**src/rtl/ex_stage.sv**
```systemverilog
// ex_stage -- execute stage: combinational ALU plus an optional iterative
// multiply/divide unit with HI/LO registers.
//
// Optional feature macro: MULDIV_EN
//   defined   : HI/LO registers, IDLE/RUN/DONE sequencer and a shared
//               shift-add / restoring-divide datapath (33 Busy cycles per op).
//   undefined : no HI/LO, no sequencer; Busy tied low, mul/div and HI/LO
//               moves decode to Result=0.
//
// Ports:
//   CLK     clock, rising edge
//   RST     asynchronous active-high reset
//   Ins     instruction (opcode [31:26], shamt [10:6], funct [5:0])
//   Rdata1  operand A (rs)
//   Rdata2  operand B for R-format (rt)
//   Ed32    extended immediate, operand B for I-format
//   Result  ALU result / memory address
//   Zero    Result == 0
//   Busy    stall request while a mul/div is in flight
module ex_stage (
  input  logic        CLK,
  input  logic        RST,
  input  logic [31:0] Ins,
  input  logic [31:0] Rdata1,
  input  logic [31:0] Rdata2,
  input  logic [31:0] Ed32,
  output logic [31:0] Result,
  output logic        Zero,
  output logic        Busy
);

  localparam logic [5:0] OP_R    = 6'h00, OP_BEQ  = 6'h04, OP_BNE  = 6'h05,
                         OP_ADDI = 6'h08, OP_ADDIU = 6'h09, OP_SLTI = 6'h0A,
                         OP_SLTIU = 6'h0B, OP_ANDI = 6'h0C, OP_ORI  = 6'h0D,
                         OP_XORI = 6'h0E, OP_LUI  = 6'h0F, OP_LW   = 6'h23,
                         OP_SW   = 6'h2B;

  localparam logic [5:0] F_SLL = 6'h00, F_SRL = 6'h02, F_SRA = 6'h03,
                         F_SLLV = 6'h04, F_SRLV = 6'h06, F_SRAV = 6'h07,
                         F_MFHI = 6'h10, F_MTHI = 6'h11, F_MFLO = 6'h12,
                         F_MTLO = 6'h13, F_ADD = 6'h20, F_ADDU = 6'h21,
                         F_SUB = 6'h22, F_SUBU = 6'h23, F_AND = 6'h24,
                         F_OR = 6'h25, F_XOR = 6'h26, F_NOR = 6'h27,
                         F_SLT = 6'h2A, F_SLTU = 6'h2B;

  logic [5:0] opcode, funct;
  logic [4:0] shamt;
  assign opcode = Ins[31:26];
  assign funct  = Ins[5:0];
  assign shamt  = Ins[10:6];

`ifdef MULDIV_EN
  typedef enum logic [1:0] {IDLE, RUN, DONE} state_t;

  state_t      state, state_nxt;
  logic [4:0]  cnt;
  logic [31:0] hi, lo;
  logic [31:0] acc_hi, acc_lo, opb;
  logic        op_div, neg_lo, neg_hi;

  logic        md_op, md_signed, a_neg, b_neg;
  logic [31:0] a_abs, b_abs;
  logic [32:0] mul_sum, div_sh;
  logic [33:0] div_diff;
  logic        div_ge;
  logic [31:0] step_hi, step_lo, fin_hi, fin_lo;
  logic [63:0] prod;

  // MULT/MULTU/DIV/DIVU occupy funct 0x18..0x1B: bit1 selects divide,
  // bit0 selects unsigned.
  assign md_op     = (opcode == OP_R) && (funct[5:2] == 4'b0110);
  assign md_signed = ~funct[0];
  assign a_neg     = md_signed & Rdata1[31];
  assign b_neg     = md_signed & Rdata2[31];
  assign a_abs     = a_neg ? -Rdata1 : Rdata1;
  assign b_abs     = b_neg ? -Rdata2 : Rdata2;

  // Both ops work on magnitudes held in {acc_hi, acc_lo}; acc_lo starts as
  // the multiplier / dividend, opb holds the multiplicand / divisor.
  assign mul_sum  = {1'b0, acc_hi} + (acc_lo[0] ? {1'b0, opb} : 33'd0);
  assign div_sh   = {acc_hi, acc_lo[31]};
  // One extra bit so a zero divisor (partial remainder can reach 33 bits)
  // is never mistaken for a borrow.
  assign div_diff = {1'b0, div_sh} - {2'b00, opb};
  assign div_ge   = ~div_diff[33];

  always_comb begin
    if (op_div) begin
      step_hi = div_ge ? div_diff[31:0] : div_sh[31:0];
      step_lo = {acc_lo[30:0], div_ge};
    end else begin
      step_hi = mul_sum[32:1];
      step_lo = {mul_sum[0], acc_lo[31:1]};
    end
  end

  // Sign fix-up applied on the final step only.
  always_comb begin
    prod = {step_hi, step_lo};
    if (op_div) begin
      fin_lo = neg_lo ? -step_lo : step_lo;
      fin_hi = neg_hi ? -step_hi : step_hi;
    end else begin
      if (neg_lo) prod = -prod;
      fin_hi = prod[63:32];
      fin_lo = prod[31:0];
    end
  end

  // State register and datapath registers.
  always_ff @(posedge CLK or posedge RST) begin
    if (RST) begin
      state  <= IDLE;
      cnt    <= 5'd0;
      hi     <= 32'd0;
      lo     <= 32'd0;
      acc_hi <= 32'd0;
      acc_lo <= 32'd0;
      opb    <= 32'd0;
      op_div <= 1'b0;
      neg_lo <= 1'b0;
      neg_hi <= 1'b0;
    end else begin
      state <= state_nxt;
      case (state)
        IDLE: begin
          if (md_op) begin
            acc_hi <= 32'd0;
            acc_lo <= a_abs;
            opb    <= b_abs;
            cnt    <= 5'd0;
            op_div <= funct[1];
            // Divide by zero keeps the all-ones quotient un-negated.
            neg_lo <= (a_neg ^ b_neg) & ~(funct[1] & (Rdata2 == 32'd0));
            neg_hi <= a_neg;
          end else if (opcode == OP_R && funct == F_MTHI) begin
            hi <= Rdata1;
          end else if (opcode == OP_R && funct == F_MTLO) begin
            lo <= Rdata1;
          end
        end
        RUN: begin
          acc_hi <= step_hi;
          acc_lo <= step_lo;
          cnt    <= cnt + 5'd1;
          if (cnt == 5'd31) begin
            hi <= fin_hi;
            lo <= fin_lo;
          end
        end
        default: ;
      endcase
    end
  end

  // Next-state logic.
  always_comb begin
    state_nxt = state;
    case (state)
      IDLE:    if (md_op) state_nxt = RUN;
      RUN:     if (cnt == 5'd31) state_nxt = DONE;
      DONE:    state_nxt = IDLE;
      default: state_nxt = IDLE;
    endcase
  end

  // Output logic: Busy covers the launch cycle plus the 32 RUN steps.
  always_comb begin
    Busy = 1'b0;
    if (!RST) begin
      case (state)
        IDLE:    Busy = md_op;
        RUN:     Busy = 1'b1;
        default: Busy = 1'b0;
      endcase
    end
  end

  logic unused_bits;
  assign unused_bits = ^{Ins[25:11]};
`else
  assign Busy = 1'b0;

  logic unused_bits;
  assign unused_bits = ^{CLK, RST, Ins[25:11]};
`endif

  // Combinational ALU / address / HI-LO read mux.
  always_comb begin
    Result = 32'd0;
    case (opcode)
      OP_R: begin
        case (funct)
          F_ADD, F_ADDU: Result = Rdata1 + Rdata2;
          F_SUB, F_SUBU: Result = Rdata1 - Rdata2;
          F_AND:  Result = Rdata1 & Rdata2;
          F_OR:   Result = Rdata1 | Rdata2;
          F_XOR:  Result = Rdata1 ^ Rdata2;
          F_NOR:  Result = ~(Rdata1 | Rdata2);
          F_SLT:  Result = {31'd0, $signed(Rdata1) < $signed(Rdata2)};
          F_SLTU: Result = {31'd0, Rdata1 < Rdata2};
          F_SLL:  Result = Rdata2 << shamt;
          F_SRL:  Result = Rdata2 >> shamt;
          F_SRA:  Result = $unsigned($signed(Rdata2) >>> shamt);
          F_SLLV: Result = Rdata2 << Rdata1[4:0];
          F_SRLV: Result = Rdata2 >> Rdata1[4:0];
          F_SRAV: Result = $unsigned($signed(Rdata2) >>> Rdata1[4:0]);
`ifdef MULDIV_EN
          F_MFHI: Result = hi;
          F_MFLO: Result = lo;
`endif
          default: Result = 32'd0;
        endcase
      end
      OP_ADDI, OP_ADDIU, OP_LW, OP_SW: Result = Rdata1 + Ed32;
      OP_SLTI:  Result = {31'd0, $signed(Rdata1) < $signed(Ed32)};
      OP_SLTIU: Result = {31'd0, Rdata1 < Ed32};
      OP_ANDI:  Result = Rdata1 & Ed32;
      OP_ORI:   Result = Rdata1 | Ed32;
      OP_XORI:  Result = Rdata1 ^ Ed32;
      OP_LUI:   Result = {Ed32[15:0], 16'd0};
      OP_BEQ, OP_BNE: Result = Rdata1 - Rdata2;
      default:  Result = 32'd0;
    endcase
  end

  assign Zero = (Result == 32'd0);

endmodule

```
**config.mk**
```make
export PLATFORM = sky130hd
export DESIGN_NAME = ex_stage
export DESIGN_NICKNAME = d
export VERILOG_FILES = /design/src/rtl/ex_stage.sv
export SDC_FILE = /design/constraint.sdc
export NUM_CORES = 1
export LEC_CHECK = 0
export BUFFER_PORTS_ARGS = -buffer_cell sky130_fd_sc_hd__buf_2
export CORE_MARGIN = 1.5
export CORE_UTILIZATION = 24
export DETAILED_ROUTE_END_ITERATION = 10
export PLACE_DENSITY = 0.41
export SLEW_MARGIN = 30
export SYNTH_ARGS = -nofsm -noshare
export SYNTH_HDL_FRONTEND = slang
export SYNTH_SLANG_ARGS = --single-unit
```
**constraint.sdc**
```tcl
create_clock -name vclk -period 4.3
set_input_delay 0 -clock vclk [all_inputs]
set_output_delay 0 -clock vclk [all_outputs]
set_load 0.03 [all_outputs]
```
==> metrics.cfg <==
[flow_run]
max_cap_violations=0

[global_routing]
grtUsageMet1=0.4680
busiest_layer=met2
grt_start_max_net_pins=69
grt_pass1_vias=24530
grt.total_usage=0.3506
grt_pass1_wl_mm=185.8
antenna_found_initial=6
use_met3=0.02867
overflow=0
met2_usage=0.5739

[setup_path]
crit_arrival_ns=4.65
crit_required_ns=4.30
crit_type=input pin to primary output
critPathMaxFanout=12
cp-end-kind=primary output
crit_start=Ins[4]
critPathLaunchType=input pin

[timing]
slew_headroom=0.3295
tns_ns=-0.3475
hold_viol=0
rsz0062_at_grt=yes
worstMarginPinSlew_ns=1.006
slew_viol_final=0
setup_viol=1
finalCritPeriodShare=1.081
timing.final.ws_setup_ns=-0.3475
fin_crit_ns=4.648
timing.fmax_mhz=215.2

[synth]
post_synth_num_cell_types=101
synth.yosys.seq_area_share=0
syn_area_mm2=0.01720
synth_cells=2612
synthesis.nets=2939
synth.avg_cell_area_um2=6.586
yosys_warnings=0

[placement]
placed_cells=4290
io_buffers=146
hpwl_mm=115.2
place_area_mm2=0.02442
finalWeightedCongestion=1.046

[drt]
drt-initial-drc-count=2659
via_count=25330
post-route-drc-count=0
ant_nets=0
viasPerCell=5.884
drt_wl_total_mm=134.4
wl_per_cell_um=31.22
dr.pass1.iters=6

[layout]
register_area_um2=0
final_cell_area_mm2=0.02510
fin_cells=4305
design.seq.count=0
final_cell_mix=buf_4 (775), nand2_1 (272), nor2_1 (228), ha_1 (193), a21oi_1 (180)
final_nets=3692
final_common_cell=buf_4
fillers=7716
area_delta_synth_final_pct=45.89
nClkBuffers=0
drive_gt1_frac=0.3330

[pwr]
powerDensity_mw_per_mm2=136.6
p_seq_frac=0
clockPowerShare=0
switchingPower_mw=2.063
intPower_mw=1.366
p_sw_frac=0.6016
p_comb_frac=1.000
peakVddDrop_mv=0.06338
power_leakage_nw=11.67

[run_status]
status=finished with violations
failed_checks=setup timing

[cts]
cts_hold_buf=0

[floorplan]
initial_core_util=0.2440
dieArea_mm2=0.07329
core_area_mm2=0.07051
die_w_um=270.7
io_pins=164
rows=97
die_h_um=270.7

[worst_hold_path]
holdCritPathClass=input pin to primary output
hold_path.startpoint=Ed32[3]

[critical path: stages]
cell and delay [ns]:
buf_2 0.11, buf_4 0.14, nor4b_4 0.30, buf_12 0.17
buf_12 0.16, buf_4 0.21, a22oi_1 0.10, nor2_1 0.25
buf_4 0.16, mux2i_1 0.09, buf_4 0.17, a41oi_1 0.21
nand3_1 0.22, nor4_2 0.39, buf_4 0.18, o221ai_2 0.21
a211oi_1 0.27, nand4_1 0.25, nor4_4 0.32, buf_4 0.18
nand4b_1 0.16, nor4_4 0.20, buf_6 0.17
[path summary, 6_finish.rpt]
check               endpoint  slack [ns]  depth (start not counted)
setup / recovery        Zero       -0.35                         23
hold / removal    Result[19]        0.81                          6
[what timing repair did]
| item | in CTS | in global routing |
|---|---|---|
| pin swaps | 28 | 9 |
| gates cloned | 1 | 0 |
| setup buffers | 9 | 3 |
| gates resized for setup | 85 | 31 |
| endpoints found under the setup margin | 2 | 2 |
[logic make-up after synthesis]
| kind of cell | Yosys count | synth area share |
|---|---|---|
| muxes | 109 | 0.06888 |
| adders and majority gates | 197 | 0.1446 |
| xor gates and xnor gates | 93 | 0.04735 |
| other | 1 | 0.0002180 |
| AOI/OAI and AO/OA | 998 | 0.4091 |
| and+or+nand+nor | 872 | 0.2450 |
| buffers and inverters | 342 | 0.08488 |
[layout make-up]
cell class / count / area [µm²] / area share
Tap cell: 940 / 1176 / 0.04686
Timing Repair Buffer: 944 / 7022 / 0.2798
Inverter: 149 / 559.3 / 0.02229
Multi-Input combinational cell: 2270 / 16330 / 0.6509
Antenna cell: 2 / 5.005 / 0.0001994
[cell usage after synthesis, types with 27 or more instances]
cell        n  area [µm²]
o21ai_0   120       600.6
a21oi_1   184       920.9
o221ai_1   27       236.5
a22oi_1   132       991.0
mux2i_1    88       880.8
buf_2      39       195.2
ha_1      194        2427
nand2_1   278        1044
a221oi_1   28       245.2
a21o_1     31       232.7
a211oi_1  127       953.4
xnor2_1    74       648.1
nand3_1    49       245.2
a31oi_1    35       219.0
nor2_1    235       882.1
nor3_1     63       315.3
o22ai_1    48       300.3
clkbuf_1  121       454.2
nand2b_1   80       500.5
inv_1     148       555.5
[power by group through the flow]
stage / Sequential, mW / Clock, mW / Combinational, mW
detailed placement: 0 / 0 / 3.24
floorplan: 0 / 0 / 1.50
CTS: 0 / 0 / 3.32
global placement: 0 / 0 / 3.24
global route: 0 / 0.0000000313 / 3.59
finish: 0 / 0.0000000349 / 3.43
[metrics by stage]
stage               power (mW)  hold slack, ns  setup WS [ns]    util
floorplan                1.502          0.3390         0.1166       -
global placement         3.243          0.8155         -1.395  0.3458
detailed placement       3.238          0.8192         -1.336  0.3463
CTS                      3.323          0.8210        -0.2779  0.3535
global route             3.590          0.8576        -0.4027  0.3559
finish                   3.429          0.8127        -0.3475  0.3559
[layer usage]
layer,vias up,part of all wire
li1,11380,-
met1,12490,0.43
met2,1243,0.45
met3,220,0.062
met4,0,0.054
met5,-,0
Note: power is estimated with default switching activity, not from simulation.
